`config.mk`:
```
export PLATFORM = sky130hd
export DESIGN_NAME = pong_match_ctrl
export DESIGN_NICKNAME = d
export VERILOG_FILES = /design/src/rtl/pong_match_ctrl.sv
export SDC_FILE = /design/constraint.sdc
export NUM_CORES = 1
export LEC_CHECK = 0
export BUFFER_PORTS_ARGS = -buffer_cell sky130_fd_sc_hd__buf_2
export CAP_MARGIN = 5
export CORE_MARGIN = 2
export CORE_UTILIZATION = 60
export CTS_BUF_LIST = sky130_fd_sc_hd__clkbuf_8
export CTS_CLUSTER_DIAMETER = 100
export DETAILED_ROUTE_END_ITERATION = 8
export GPL_TIMING_DRIVEN = 1
export PLACE_DENSITY_LB_ADDON = 0.15
export SYNTH_ARGS = -nofsm -noshare
export SYNTH_HDL_FRONTEND = slang
export SYNTH_SLANG_ARGS = --single-unit
```
`constraint.sdc`:
```
create_clock -name i_Clk -period 2.3 [get_ports i_Clk]
set_input_delay 0.345 -clock i_Clk [delete_from_list [all_inputs] [get_ports i_Clk]]
set_output_delay 0.345 -clock i_Clk [all_outputs]
set_load 0.03 [all_outputs]
```
`src/rtl/pong_match_ctrl.sv`:
```
// -----------------------------------------------------------------------------
// pong_match_ctrl
//   Match-level sequencer for the Pong datapath. Decides when the ball may
//   move, holds it at centre between rallies, chooses the serve direction,
//   keeps both scores, and declares the winner when a score reaches the limit.
//
// Ports:
//   i_Clk          system (pixel) clock
//   i_Rst          synchronous, active-high reset
//   i_Frame_Tick   one-cycle pulse per video frame
//   i_Game_Start   debounced start button (level; rising edge acts)
//   i_Pause        debounced pause button (level; rising edge acts)
//   i_Miss_P1      ball passed the P1 paddle (P2 scores)
//   i_Miss_P2      ball passed the P2 paddle (P1 scores)
//   o_Game_Active  ball motion enable (RUNNING only)
//   o_Ball_Reset   hold ball at centre (all states except RUNNING/PAUSED)
//   o_Serve_Dir    0 = serve toward P1, 1 = serve toward P2
//   o_P1_Score     P1 score
//   o_P2_Score     P2 score
//   o_Winner       00 none, 01 P1, 10 P2
//   o_State        state code for debug/display
// -----------------------------------------------------------------------------
module pong_match_ctrl #(
    parameter int c_SCORE_LIMIT  = 9,
    parameter int c_SERVE_FRAMES = 60,
    parameter int c_OVER_FRAMES  = 180,
    parameter int c_CNT_WIDTH    = 8
) (
    input  logic       i_Clk,
    input  logic       i_Rst,
    input  logic       i_Frame_Tick,
    input  logic       i_Game_Start,
    input  logic       i_Pause,
    input  logic       i_Miss_P1,
    input  logic       i_Miss_P2,
    output logic       o_Game_Active,
    output logic       o_Ball_Reset,
    output logic       o_Serve_Dir,
    output logic [3:0] o_P1_Score,
    output logic [3:0] o_P2_Score,
    output logic [1:0] o_Winner,
    output logic [2:0] o_State
);

    typedef enum logic [2:0] {
        ST_IDLE      = 3'b000,
        ST_SERVE     = 3'b001,
        ST_RUNNING   = 3'b010,
        ST_PAUSED    = 3'b011,
        ST_POINT     = 3'b100,
        ST_GAME_OVER = 3'b101
    } state_t;

    localparam logic [c_CNT_WIDTH-1:0] c_SERVE_LAST = c_CNT_WIDTH'(c_SERVE_FRAMES - 1);
    localparam logic [c_CNT_WIDTH-1:0] c_OVER_LAST  = c_CNT_WIDTH'(c_OVER_FRAMES - 1);
    localparam logic [3:0]             c_LIMIT      = 4'(c_SCORE_LIMIT);

    state_t                 state_q,      state_d;
    logic [c_CNT_WIDTH-1:0] cnt_q,        cnt_d;
    logic [3:0]             p1_score_q,   p1_score_d;
    logic [3:0]             p2_score_q,   p2_score_d;
    logic [1:0]             winner_q,     winner_d;
    logic                   serve_dir_q,  serve_dir_d;
    logic                   p2_scored_q,  p2_scored_d;   // 1 = P1 missed, P2 gets the point
    logic                   start_prev_q, pause_prev_q;
    logic                   edge_mask_q;                 // set for the first cycle after reset

    logic       start_rise, pause_rise;
    logic [3:0] p1_inc, p2_inc;

    // The mask stops a button that was held through reset from looking like
    // a fresh press on the first cycle after reset.
    assign start_rise = i_Game_Start & ~start_prev_q & ~edge_mask_q;
    assign pause_rise = i_Pause      & ~pause_prev_q & ~edge_mask_q;

    // The limit check in POINT ends the match before a score can reach 15+1,
    // so these increments never wrap.
    assign p1_inc = p1_score_q + 4'd1;
    assign p2_inc = p2_score_q + 4'd1;

    // NOTE: sequential state uses non-blocking assignments so every register
    // samples the pre-edge values, independent of statement order.
    always_ff @(posedge i_Clk) begin
        if (i_Rst) begin
            state_q      <= ST_IDLE;
            cnt_q        <= '0;
            p1_score_q   <= '0;
            p2_score_q   <= '0;
            winner_q     <= 2'b00;
            serve_dir_q  <= 1'b0;
            p2_scored_q  <= 1'b0;
            start_prev_q <= 1'b0;
            pause_prev_q <= 1'b0;
            edge_mask_q  <= 1'b1;
        end else begin
            state_q      <= state_d;
            cnt_q        <= cnt_d;
            p1_score_q   <= p1_score_d;
            p2_score_q   <= p2_score_d;
            winner_q     <= winner_d;
            serve_dir_q  <= serve_dir_d;
            p2_scored_q  <= p2_scored_d;
            start_prev_q <= i_Game_Start;
            pause_prev_q <= i_Pause;
            edge_mask_q  <= 1'b0;
        end
    end

    // NOTE: every signal assigned here gets a default first, so no path can
    // leave one unassigned and infer a latch.
    always_comb begin
        state_d     = state_q;
        cnt_d       = cnt_q;
        p1_score_d  = p1_score_q;
        p2_score_d  = p2_score_q;
        winner_d    = winner_q;
        serve_dir_d = serve_dir_q;
        p2_scored_d = p2_scored_q;

        unique case (state_q)
            ST_IDLE: begin
                // Start handling shared with GAME_OVER below.
            end

            ST_SERVE: begin
                if (i_Frame_Tick) begin
                    if (cnt_q == c_SERVE_LAST) begin
                        state_d = ST_RUNNING;
                        cnt_d   = '0;
                    end else begin
                        cnt_d = cnt_q + 1'b1;
                    end
                end
            end

            ST_RUNNING: begin
                if (i_Miss_P1 && i_Miss_P2) begin
                    // Simultaneous miss is a dead ball: re-serve, no point.
                    state_d = ST_SERVE;
                    cnt_d   = '0;
                end else if (i_Miss_P1 || i_Miss_P2) begin
                    state_d     = ST_POINT;
                    p2_scored_d = i_Miss_P1;
                end else if (pause_rise) begin
                    state_d = ST_PAUSED;
                end
            end

            ST_PAUSED: begin
                if (pause_rise) begin
                    state_d = ST_RUNNING;
                end
            end

            ST_POINT: begin
                cnt_d = '0;
                if (p2_scored_q) begin
                    p2_score_d  = p2_inc;
                    serve_dir_d = 1'b0;
                    if (p2_inc == c_LIMIT) begin
                        state_d  = ST_GAME_OVER;
                        winner_d = 2'b10;
                    end else begin
                        state_d = ST_SERVE;
                    end
                end else begin
                    p1_score_d  = p1_inc;
                    serve_dir_d = 1'b1;
                    if (p1_inc == c_LIMIT) begin
                        state_d  = ST_GAME_OVER;
                        winner_d = 2'b01;
                    end else begin
                        state_d = ST_SERVE;
                    end
                end
            end

            ST_GAME_OVER: begin
                if (i_Frame_Tick) begin
                    if (cnt_q == c_OVER_LAST) begin
                        state_d = ST_IDLE;
                        cnt_d   = '0;
                    end else begin
                        cnt_d = cnt_q + 1'b1;
                    end
                end
            end

            default: begin
                state_d = ST_IDLE;
                cnt_d   = '0;
            end
        endcase

        // A new match starts from IDLE or GAME_OVER; it overrides the
        // GAME_OVER timeout if both happen in the same cycle.
        if (start_rise && (state_q == ST_IDLE || state_q == ST_GAME_OVER)) begin
            state_d     = ST_SERVE;
            cnt_d       = '0;
            p1_score_d  = '0;
            p2_score_d  = '0;
            winner_d    = 2'b00;
            serve_dir_d = 1'b0;
        end
    end

    assign o_Game_Active = (state_q == ST_RUNNING);
    assign o_Ball_Reset  = (state_q != ST_RUNNING) && (state_q != ST_PAUSED);
    assign o_Serve_Dir   = serve_dir_q;
    assign o_P1_Score    = p1_score_q;
    assign o_P2_Score    = p2_score_q;
    assign o_Winner      = winner_q;
    assign o_State       = state_q;

endmodule

```
==> results_dict.tcl, run 1 <==
set metrics [dict create \
    drt_iter0_drc 15 \
    arrival_ns 2.19 \
    io_pins 23 \
    ir_drop_mv 0.566 \
    timing.final.max_slew_violations 0 \
    grt-ovfl-total 0 \
    max-cap-violations 0 \
    synth_area_sq_um 1410 \
    syn_to_final_growth_pct 13.4 \
    cts.sinks 26 \
    tightestPinTransition_ns 0.538 \
    worstSetupEndpoint "cnt_q[7]" \
    hold_class "input port to register" \
    grtUsageMet1 0.284 \
    synth.distinct_cells 46 \
    cts_hold_buf 0 \
    drc 0 \
    cts_tree "yes" \
    slew-limit-headroom 0.641 \
    drtAntennaViolNets 0 \
    fin_ws_ns 0.320 \
    ff2ff_setup_slack_ns 0.32 \
    grt_max_degree 16 \
    antenna_cells 0 \
    setup_viol 0 \
    fin_tns_setup_ns 0 \
    cts_setup_buffers 0 \
    syn_nets 174 \
    dieArea_sq_um 2760 \
    crit_type "register to register" \
    die_x_um 52.5 \
    final_layout_size_suffix_gt1_frac 0.204 \
    cts_buffers 3 \
    status "complete, no violations" \
    hold_viol 0 \
    cp-end-kind "register" \
    postSynthCellCount 159 \
    synth-edff-count 0 \
    grt_pass1_vias 1159 \
    cts_root_buf "clkbuf_8" \
    synthArstFlopShare 0 \
    slowest_delay_ns 0.66 \
    fin_util 0.725 \
    antenna_found_initial 0 \
    clk_path_buf_depth 2 \
    p_per_area_nw_per_um2 851 \
    finClkSkew_ns 0.00243 \
    p_leak_nw 0.628 \
    reg2reg_to "cnt_q[7]" \
    use_met2 0.456 \
    final_common_cell "dfxtp_1" \
    clock.fmax_mhz 505 \
    regToRegStartpoint "o_State[0]" \
    detailedPlace.worstSlack_ns 0.367 \
    setup.worst_path.start_class "register" \
    path_depth 5 \
    cpLargestDelayFamily "simple AND/OR/NAND/NOR gates" \
    grt_pass1_wl_mm 5.04 \
    cp.required_ns 2.51 \
    port-buffer-count 22 \
    cp_num_buf_inv 0 \
    fp.coreArea_sq_um 2210 \
    met3_usage 0.0314 \
    via_count 1179 \
    grtUsageTotal 0.245 \
    grt.busiest_layer "met2" \
    synth-seq-area-share 0.368 \
    synth_seq_cells 26 \
    row_count 17 \
    rsz0062_at_grt "false" \
    totalPowerFinal_mw 1.36 \
    synth_warnings 0 \
    htreeDepth 1 \
    final_cell_mix "26 x dfxtp_1, 25 x nor2_1, 22 x buf_2" \
    synth.avg_cell_area_sq_um 8.89 \
    ys.flop_type "dfxtp_1" \
    critPathSlowestCell "dfxtp_1" \
    drt-total-wl_mm 2.93 \
    initial_utilization 0.639 \
    r2r_cells 5 \
    clk-insertion-delay-late_ns 0.27 \
    fin_crit_sh 0.861 \
    dpl.hpwl_mm 2.12 \
    routed_via_density 5.64 \
    crit_fanout 14 \
    post_drt_wl_per_cell_um 14.0 \
    cts-resized-gates 0 \
    timing.final.crit_period_ns 1.98 \
    die_y_um 52.5 \
    fin_area_sq_um 1600 \
    gp_congestion 0.884 \
    placed_area_sq_um 1530 \
    fillers 196 \
    crit_start "o_State[0]" \
    dr.pass1.iters 4 \
    clk_pin_slew_worst_paths_ns 0.09 \
    finish.net_count 197 \
    cp_cell_sequence "nor2b_4, a21boi_2, and2_1, or4_4, a21oi_2" \
]
==> worst register-to-register path, cell delays in order, from the launching register on <==
cell,delay [ns]
dfxtp_1,0.66
nor2b_4,0.27
a21boi_2,0.10
and2_1,0.23
or4_4,0.53
a21oi_2,0.13
==> worst min path at each step <==
stage,slack (ns),to,from,cells past startpoint
2_1_floorplan,0.37,edge_mask_q,i_Rst,0
3_3_place_gp,0.47,o_Serve_Dir,o_Serve_Dir,2
3_5_place_dp,0.47,o_Serve_Dir,o_Serve_Dir,2
4_1_cts,0.25,edge_mask_q,i_Rst,1
5_1_grt,0.26,edge_mask_q,i_Rst,1
6_report,0.27,edge_mask_q,i_Rst,1
==> registers in the layout (all words and copies together) (netlist names) <==
name and cells:
edge_mask_q 1, cnt_q 8, p2_scored_q 1, o_P2_Score 4, o_Winner 2, o_State 3
start_prev_q 1, o_Serve_Dir 1, o_P1_Score 4, pause_prev_q 1
==> layout make-up <==
cell class / count / area (sq um) / share of cell area
multi-input combinational: 118 / 817 / 0.510
sequential: 26 / 520 / 0.325
clock buffer: 3 / 41.3 / 0.0258
inverter: 9 / 33.8 / 0.0211
timing repair buffer: 24 / 125 / 0.0781
clock inverter: 1 / 30.0 / 0.0187
tap: 28 / 35.0 / 0.0219
==> per-layer routing <==
| layer | vias up | part of all wire |
|---|---|---|
| met5 | - | 0 |
| met4 | 0 | 0.0085 |
| met3 | 4 | 0.031 |
| met2 | 28 | 0.53 |
| met1 | 559 | 0.43 |
| li1 | 588 | - |
==> synthesized netlist by cell type, types with 2 or more instances <==
library cell	count	area share
clkbuf_1	2	0.0053
xor2_1	7	0.043
nand3_1	7	0.025
ha_1	8	0.071
nand4_1	4	0.018
nand2b_1	4	0.018
nor2_1	25	0.066
nand2_1	4	0.011
nor3_1	2	0.0071
buf_6	2	0.016
a21oi_1	11	0.039
and2_1	3	0.013
dfxtp_1	26	0.37
inv_1	9	0.024
nor3b_1	2	0.011
xnor2_1	10	0.062
nor2b_1	4	0.018
==> report_power, final <==
part | internal (mW) | leakage (nW) | total, mW | switching [mW]
clock network | 0.233 | 0.0357 | 0.375 | 0.142
registers | 0.487 | 0.211 | 0.575 | 0.0871
logic | 0.171 | 0.382 | 0.414 | 0.242
total | 0.892 | 0.628 | 1.36 | 0.472
==> stage by stage <==
step                hold WS, ns  std cells
global placement          0.469        205
CTS                       0.249        209
floorplan                 0.373        159
global route              0.255        209
detailed placement        0.472        205
finish                    0.265        209
==> logic make-up after synthesis <==
family / after synthesis / share of synthesized area
flops: 26 / 0.368
compound gates: 27 / 0.128
xor+xnor: 17 / 0.105
fa+ha+maj: 8 / 0.0708
mux: 2 / 0.0150
buf+inv: 15 / 0.0540
simple gates: 64 / 0.258
Power figures use the tool's default switching activity.
==> run 2: changes to the inputs <==
--- a/config.mk
+++ b/config.mk
@@ -7,13 +7,13 @@
 export LEC_CHECK = 0
 export BUFFER_PORTS_ARGS = -buffer_cell sky130_fd_sc_hd__buf_2
 export CAP_MARGIN = 5
-export CORE_MARGIN = 2
 export CORE_UTILIZATION = 60
 export CTS_BUF_LIST = sky130_fd_sc_hd__clkbuf_8
 export CTS_CLUSTER_DIAMETER = 100
 export DETAILED_ROUTE_END_ITERATION = 8
 export GPL_TIMING_DRIVEN = 1
 export PLACE_DENSITY_LB_ADDON = 0.15
+export REMOVE_ABC_BUFFERS = 1
 export SYNTH_ARGS = -nofsm -noshare
 export SYNTH_HDL_FRONTEND = slang
 export SYNTH_SLANG_ARGS = --single-unit
==> results_dict.tcl, run 2 (synthesized netlist as in run 1, its figures left out) <==
set metrics [dict create \
    clock.fmax_mhz 499 \
    htreeDepth 1 \
    setup.worst_path.start_class "register" \
    slew-limit-headroom 0.600 \
    antenna_found_initial 0 \
    arrival_ns 2.15 \
    gp_congestion 0.889 \
    cts_setup_buffers 0 \
    cts_tree "yes" \
    cpLargestDelayFamily "flip-flops" \
    initial_utilization 0.639 \
    fin_tns_setup_ns 0 \
    cp_cell_sequence "nor2b_4, a21boi_2, and2_1, o21bai_1, nor2_1" \
    routed_via_density 5.56 \
    final_common_cell "dfxtp_1" \
    clk-insertion-delay-late_ns 0.27 \
    worst_hold_startpoint "i_Rst" \
    p_sw_mw 0.469 \
    crit_type "register to register" \
    grt_pass1_wl_mm 4.79 \
    swShare 0.344 \
    p_seq_frac 0.420 \
    rsz0062_at_grt "false" \
    drt-total-wl_mm 2.74 \
    finish.net_count 197 \
    grtUsageTotal 0.248 \
    io_pins 23 \
    cp.required_ns 2.44 \
    clk_path_buf_depth 2 \
    largest-register "cnt_q" \
    grt-ovfl-total 0 \
    cts_hold_buf 0 \
    syn_to_final_growth_pct 13.4 \
    largest_register_ffs 8 \
    timing.final.max_slew_violations 0 \
    drtAntennaViolNets 0 \
    port-buffer-count 22 \
    cts-resized-gates 0 \
    regToRegStartpoint "o_State[0]" \
    hold_class "input port to register" \
    cp_num_buf_inv 0 \
    r2r_cells 5 \
    p_leak_nw 0.628 \
    min_to "edge_mask_q" \
    holdPathStages 1 \
    p_per_area_nw_per_um2 849 \
    timing.final.crit_period_ns 2.00 \
    max-cap-violations 0 \
    cp-end-kind "register" \
    fillers 183 \
    fin_util 0.725 \
    internal_power_mw 0.892 \
    cts.sinks 26 \
    final_layout_size_suffix_gt1_frac 0.204 \
    grt_max_degree 16 \
    finClkSkew_ns 0.00276 \
    dpl.hpwl_mm 2.02 \
    p_comb_frac 0.303 \
    ir_drop_mv 0.651 \
    drc 0 \
    die_x_um 50.5 \
    cts_root_buf "clkbuf_8" \
    post_drt_wl_per_cell_um 13.1 \
    holdWs_ns 0.249 \
    fin_crit_sh 0.871 \
    status "complete, no violations" \
    power_frac_clock 0.277 \
    slowest_delay_ns 0.64 \
    clk_pin_slew_worst_paths_ns 0.09 \
    crit_fanout 14 \
    row_count 17 \
    tightestPinTransition_ns 0.599 \
    cts_buffers 3 \
    ff2ff_setup_slack_ns 0.30 \
    antenna_cells 0 \
    fp.coreArea_sq_um 2210 \
    hold_viol 0 \
    dieArea_sq_um 2550 \
    die_y_um 50.5 \
    drt_iter0_drc 20 \
    setup_viol 0 \
    grt_pass1_vias 1108 \
    reg2reg_to "cnt_q[4]" \
    dr.pass1.iters 4 \
    final_cell_mix "26 x dfxtp_1, 25 x nor2_1, 22 x buf_2" \
    critPathSlowestCell "dfxtp_1" \
    via_count 1163 \
]
## run 2: worst max path at each step
| stage | start | end | slack (ns) | cells after the start |
|---|---|---|---|---|
| after floorplan | o_State[1] | o_State[2] | 0.22 | 4 |
| after global placement | o_State[0] | cnt_q[7] | 0.42 | 5 |
| after detailed placement | o_State[0] | cnt_q[7] | 0.36 | 5 |
| after CTS | o_State[0] | cnt_q[4] | 0.31 | 5 |
| after global routing | o_State[0] | cnt_q[4] | 0.17 | 5 |
| final | o_State[0] | cnt_q[4] | 0.30 | 5 |
## run 2: routing by layer
metal	track usage	up-vias	share of wire
met5	0	-	0
met4	0.0972	0	0.012
met3	0.0364	4	0.037
met2	0.460	29	0.50
met1	0.281	541	0.45
li1	-	589	-
## run 2: worst reg2reg max path, cell delays in order (launching register included)
cell and delay, ns:
dfxtp_1 0.64, nor2b_4 0.27, a21boi_2 0.10, and2_1 0.23, o21bai_1 0.52, nor2_1 0.11
## run 2: through the flow
stage / instance area (sq um) / cells / total power [mW] / setup slack, ns
3_5_place_dp: 1530 / 205 / 0.987 / 0.362
4_1_cts: 1600 / 209 / 1.37 / 0.310
2_1_floorplan: 1370 / 153 / 0.874 / 0.224
6_report: 1600 / 209 / 1.36 / 0.297
3_3_place_gp: 1530 / 205 / 0.971 / 0.417
5_1_grt: 1600 / 209 / 1.43 / 0.172
## run 2: cell type report
type                            instances  area (sq um)  area share
Sequential cell                        26           520       0.325
Inverter                                9          33.8      0.0211
Timing Repair Buffer                   24           125      0.0781
Multi-Input combinational cell        118           817       0.510
Clock inverter                          1          30.0      0.0187
Tap cell                               28          35.0      0.0219
Clock buffer                            3          41.3      0.0258
## run 2: power groups by stage
stage               Combinational, mW  Clock, mW  Sequential [mW]
CTS                             0.412      0.385            0.570
detailed placement              0.407          0            0.581
global placement                0.393          0            0.577
floorplan                       0.260          0            0.615
global route                    0.453      0.402            0.579
finish                          0.412      0.377            0.571
